--- config.mk ---
export PLATFORM = sky130hd
export DESIGN_NAME = fetch_sequencer
export DESIGN_NICKNAME = d
export VERILOG_FILES = /design/src/rtl/fetch_pkg.sv /design/src/rtl/sat_counter.sv /design/src/rtl/fetch_sequencer.sv
export SDC_FILE = /design/constraint.sdc
export NUM_CORES = 1
export LEC_CHECK = 0
export BUFFER_PORTS_ARGS = -buffer_cell sky130_fd_sc_hd__buf_2
export CORE_MARGIN = 5
export CORE_UTILIZATION = 25
export DETAILED_ROUTE_END_ITERATION = 8
export GPL_TIMING_DRIVEN = 0
export HOLD_SLACK_MARGIN = 0.15
export SLEW_MARGIN = 20
export SYNTH_ARGS = -nofsm -noshare
export SYNTH_HDL_FRONTEND = slang
export SYNTH_SLANG_ARGS = --single-unit
--- constraint.sdc ---
create_clock -name clk -period 3.3 [get_ports clk]
set_clock_uncertainty 0.15 [all_clocks]
set_input_delay 0.66 -clock clk [delete_from_list [all_inputs] [get_ports clk]]
set_output_delay 0.66 -clock clk [all_outputs]
set_load 0.02 [all_outputs]
--- src/rtl/fetch_pkg.sv ---
// Shared fetch-stage types: sequencer state encoding, default PC step and the IF/ID bubble.
// Pure declarations. There is no latency or backpressure.
package fetch_pkg;
    typedef enum logic [1:0] {
        RUN           = 2'd0,
        WAIT_IMEM     = 2'd1,
        REDIRECT_PEND = 2'd2
    } fetch_state_t;

    localparam int INSTR_BYTES_DEF = 4;

    // addi x0,x0,0 -- the bubble IF/ID loads on flush
    localparam logic [31:0] NOP_INSTR = 32'h0000_0013;
endpackage

--- src/rtl/sat_counter.sv ---
// Saturating event counter that counts up on inc and holds at all-ones.
// Count is visible one cycle after inc. There is no backpressure.
module sat_counter #(
    parameter int W = 16
) (
    input  logic         clk,
    input  logic         rst,
    input  logic         inc,
    output logic [W-1:0] count
);
    always_ff @(posedge clk or posedge rst) begin
        if (rst)
            count <= '0;
        else if (inc && (count != {W{1'b1}}))
            count <= count + 1'b1;
    end
endmodule

--- src/rtl/fetch_sequencer.sv ---
// Fetch-stage sequencer: picks the next PC and drives the PC and IF/ID hold/flush controls.
// Controls are combinational from state and inputs. mem_stall freezes everything and imem_ready gates PC advance.
module fetch_sequencer
    import fetch_pkg::*;
#(
    parameter int ADDR_W      = 32,
    parameter int INSTR_BYTES = INSTR_BYTES_DEF,
    parameter int STALL_CNT_W = 16
) (
    input  logic                   clk,
    input  logic                   rst,
    input  logic [ADDR_W-1:0]      pc_cur,
    output logic [ADDR_W-1:0]      pc_in,
    output logic                   pc_freeze,
    output logic                   imem_req,
    input  logic                   imem_ready,
    input  logic                   hazard,
    input  logic                   mem_stall,
    input  logic                   branch_taken,
    input  logic [ADDR_W-1:0]      branch_target,
    output logic                   if_id_freeze,
    output logic                   if_id_flush,
    output logic                   redirect_pend,
    output logic [STALL_CNT_W-1:0] stall_cycles
);
    fetch_state_t      state, state_nxt;
    logic [ADDR_W-1:0] pend_target, pend_target_nxt;
    logic [ADDR_W-1:0] pc_seq;

    assign pc_seq        = pc_cur + ADDR_W'(INSTR_BYTES);
    assign redirect_pend = (state == REDIRECT_PEND);

    always_ff @(posedge clk or posedge rst) begin
        if (rst) begin
            state       <= RUN;
            pend_target <= '0;
        end else begin
            state       <= state_nxt;
            pend_target <= pend_target_nxt;
        end
    end

    always_comb begin
        state_nxt       = state;
        pend_target_nxt = pend_target;
        pc_in           = pc_seq;
        pc_freeze       = 1'b0;
        imem_req        = 1'b1;
        if_id_freeze    = 1'b0;
        if_id_flush     = 1'b0;

        if (mem_stall) begin
            // EX is frozen too and will re-present any branch, so drop it here
            pc_freeze    = 1'b1;
            if_id_freeze = 1'b1;
            imem_req     = 1'b0;
        end else if (branch_taken) begin
            if_id_flush = 1'b1;
            if (imem_ready) begin
                pc_in     = branch_target;
                state_nxt = RUN;
            end else begin
                pc_freeze       = 1'b1;
                pend_target_nxt = branch_target;
                state_nxt       = REDIRECT_PEND;
            end
        end else if (hazard) begin
            pc_freeze = 1'b1;
            // while a redirect is pending IF/ID holds wrong-path work, so flush beats freeze
            if (state == REDIRECT_PEND)
                if_id_flush  = 1'b1;
            else
                if_id_freeze = 1'b1;
        end else if (!imem_ready) begin
            pc_freeze   = 1'b1;
            if_id_flush = 1'b1;
            if (state != REDIRECT_PEND)
                state_nxt = WAIT_IMEM;
        end else begin
            if (state == REDIRECT_PEND) begin
                pc_in       = pend_target;
                if_id_flush = 1'b1;
            end
            state_nxt = RUN;
        end
    end

    sat_counter #(.W(STALL_CNT_W)) u_stall_cnt (
        .clk   (clk),
        .rst   (rst),
        .inc   (pc_freeze),
        .count (stall_cycles)
    );
endmodule

==> run_results.csv <==
group,metric,value,unit
outcome,status,"completed",
detailed_routing,drc,0,
detailed_routing,drt_iter0_drc,280,
global_routing,antenna_found_initial,1,
global_routing,grt_pass1_wl,20580,µm
yosys,async_flop_share,100.0,%
clocking,tritoncts,"done",
power_and_ir_drop,p_leak,1.918,nW
setup_path,crit_buf_inv,2,
setup_path,cp_max_fo,7,
timing,hold_viol,0,
setup_path,worstPathCellList,"clkbuf_4 > ha_4 > nand3_4 > or4_4 > or4_4 > o211ai_1 > buf_4",
power_and_ir_drop,swShare,34.32,%
timing,timing.final.crit_share,98.04,%
power_and_ir_drop,ir_drop,0.2362,mV
clocking,clk_path_buf_depth,2,
timing,finalSetupViolCount,0,
setup_path,critical_path.startpoint,"pc_cur[2]",
cells_and_area,layout_common_cells,"buf_2, dfrtp_1, mux2_2",
power_and_ir_drop,pwr-share-comb,31.9,%
power_and_ir_drop,power.density,461.5,mW/mm²
yosys,yosysSeqAreaShare,35.87,%
setup_path,critical_path_class,"in -> out",
yosys,avgSynthCellArea,9.228,µm²
cells_and_area,syn_to_final_growth,32.50,%
clocking,cts_hold_buffers,0,
setup_path,endpoint_kind,"primary output",
detailed_routing,wl_per_cell,19.40,µm
timing,relSlewSlack,30.86,%
floorplan,pin_count,123,
timing,max_freq,0.3091,GHz
clocking,clk_pin_slew,0.07,ns
floorplan,dieWidth,128.1,µm
clocking,cts_root_buf,"clkbuf_16",
cells_and_area,layout-drive-gt1-share,37.84,%
setup_path,slowest_delay,0.61,ns
yosys,synth_fp_nets,450,
yosys,post_synth_num_cell_types,47,
setup_path,rr_startpoint,"u_stall_cnt.count[9]",
detailed_routing,final_antenna_net_count,0,
yosys,synth_top_area_cell,"dfrtp_1",
yosys,synth_area_leaders,"dfrtp_1, mux2_2, a22oi_1",
setup_path,crit_required,2.49,ns
setup_path,reg2reg_to,"u_stall_cnt.count[1]",
yosys,synth_enable_flop_cells,0,
setup_path,reg2reg_depth,4,
power_and_ir_drop,intPower,1.401,mW
global_routing,grt_pass1_vias,3677,
cells_and_area,fillCellCount,1468,
cells_and_area,finalNonFillerCells,691,
worst_hold_path,hp-class,"in -> async",
placement,port_buffers,122,
setup_path,endpoint,"pc_in[20]",
cells_and_area,mostFrequentLayoutCell,"buf_2",
detailed_routing,vias,3767,
yosys,ys_ff_latch,50,
setup_path,crit_family,"simple AND/OR/NAND/NOR gates",
floorplan,start_util,25.33,%
floorplan,dieHeight,128.1,µm
cells_and_area,final_nets,582,
placement,placed_cells,680,
placement,gp_congestion,0.8223,
timing,tightest_slew,1.028,ns
setup_path,critPathLaunchType,"input pin",
setup_path,slowest_stage,"or4_4",
cells_and_area,final_core_util,33.56,%
clocking,h-tree-depth,2,
run,maxCapViolCount,0,
yosys,netlist.area_leader.share,35.87,%
timing,period_needed,3.235,ns
floorplan,die_area,0.01642,mm²
clocking,cts-buffers-inserted,5,
yosys,synth_top_flop_cell,"dfrtp_1",
yosys,syn_area,0.003488,mm²
power_and_ir_drop,power.total,2.133,mW
global_routing,grt_util_all_layers,15.82,%
setup_path,rrSetupSlack,1.22,ns
clocking,cts_sinks,50,
global_routing,grt_max_degree,51,
yosys,yosys_warnings,0,
power_and_ir_drop,switchingPower,732.0,µW
timing,setup_tns,0,ns
detailed_routing,routed_wl,13410,µm
detailed_routing,drt_pre_antenna_iters,5,
setup_path,worst_path_most_repeated_cell,"or4_4",
global_routing,grt_overflow,0,
power_and_ir_drop,power.share.clock,28.7,%
placement,dpl.hpwl,10250,µm
setup_path,arrival,2.43,ns
timing,slew_viol_final,0,
detailed_routing,via_per_inst,5.452,
yosys,synthCells,378,
floorplan,num_rows,43,
floorplan,core,0.01377,mm²
power_and_ir_drop,power_frac_seq,39.4,%
setup_path,path_depth,7,
clocking,clk_latency,0.29,ns
-- power by group through the flow --
stage	Combinational, mW	Clock [mW]	Sequential [mW]
final	0.680	0.613	0.841
after global routing	0.741	0.649	0.861
after CTS	0.672	0.634	0.839
after detailed placement	0.668	0	0.850
after global placement	0.652	0	0.840
after floorplan	0.370	0	0.882
-- worst min path at each step --
stage	endpoint	slack [ns]	depth (start not counted)
after floorplan	pend_target[25]	0.33	1
after global placement	pend_target[18]	0.34	1
after detailed placement	pend_target[4]	0.35	1
after CTS	u_stall_cnt.count[1]	0.36	2
after global routing	pend_target[23]	0.37	1
final	u_stall_cnt.count[12]	0.33	2
-- kinds of logic after synthesis --
logic type               synth area share (%)
AO/OA/AOI/OAI                           19.98
XOR/XNOR                                7.281
adder cells (fa/ha/maj)                0.7172
buffers and inverters                   3.228
flip-flops                              35.87
multiplexers                            10.65
AND/OR/NAND/NOR                         22.27
-- layout make-up --
cell class / count / area [µm²] / area share [%]
Antenna cell: 1 / 2.502 / 0.05414
Buffer: 18 / 88.84 / 1.922
Clock buffer: 6 / 138.9 / 3.005
Clock inverter: 1 / 30.03 / 0.6497
Inverter: 7 / 28.78 / 0.6226
Multi-Input combinational cell: 301 / 2186 / 47.29
Sequential cell: 50 / 1251 / 27.07
Tap cell: 180 / 225.2 / 4.873
Timing Repair Buffer: 127 / 670.6 / 14.51
-- timing repair --
| item | 4_1_cts | 5_1_grt |
|---|---|---|
| pin swaps | 2 | 3 |
| resized for setup | 12 | 32 |
| setup endpoints to repair | 27 | 26 |
| setup buffers | 0 | 5 |
-- metrics by stage --
step / setup WS [ns] / instance area, µm² / hold WS, ns
finish: 0.06483 / 4622 / 0.3255
detailed placement: -0.4568 / 4327 / 0.3461
CTS: 0.001484 / 4522 / 0.3578
floorplan: 0.2760 / 3488 / 0.3303
global placement: -0.4124 / 4324 / 0.3399
global route: -0.007669 / 4622 / 0.3715
-- sequential cells by signal, indices dropped and copies added (netlist names) --
signal             flops
pend_target           32
state                  2
u_stall_cnt.count     16
-- synthesized netlist by cell type (7+ instances only) --
cell and number:
nor4_1 10, o21ai_0 16, o211ai_1 20, nor3_1 12, xor2_1 12, xnor2_1 17
inv_1 7, nand2_1 21, clkbuf_1 15, nand4_1 21, nor2_1 13, nand3_1 21
o22ai_1 19, mux2_2 33, a22oi_1 21, dfrtp_1 50, or4_1 7
-- per-layer routing --
| layer | track usage (%) | vias to the layer above | share of wire (%) | wire length, µm |
|---|---|---|---|---|
| li1 | - | 1747 | - | - |
| met1 | 21.79 | 1821 | 45 | 6004 |
| met2 | 24.31 | 180 | 45 | 6042 |
| met3 | 4.083 | 19 | 8.1 | 1091 |
| met4 | 4.869 | 0 | 2.0 | 268 |
| met5 | 0 | - | 0 | 0 |
-- worst reg2reg max path, stage by stage, from the launching register on --
cell	delay [ns]
dfrtp_1	0.46
and4_1	0.28
nand4_1	0.30
o21ai_0	0.40
mux2_2	0.38
Power figures use the tool's default switching activity.
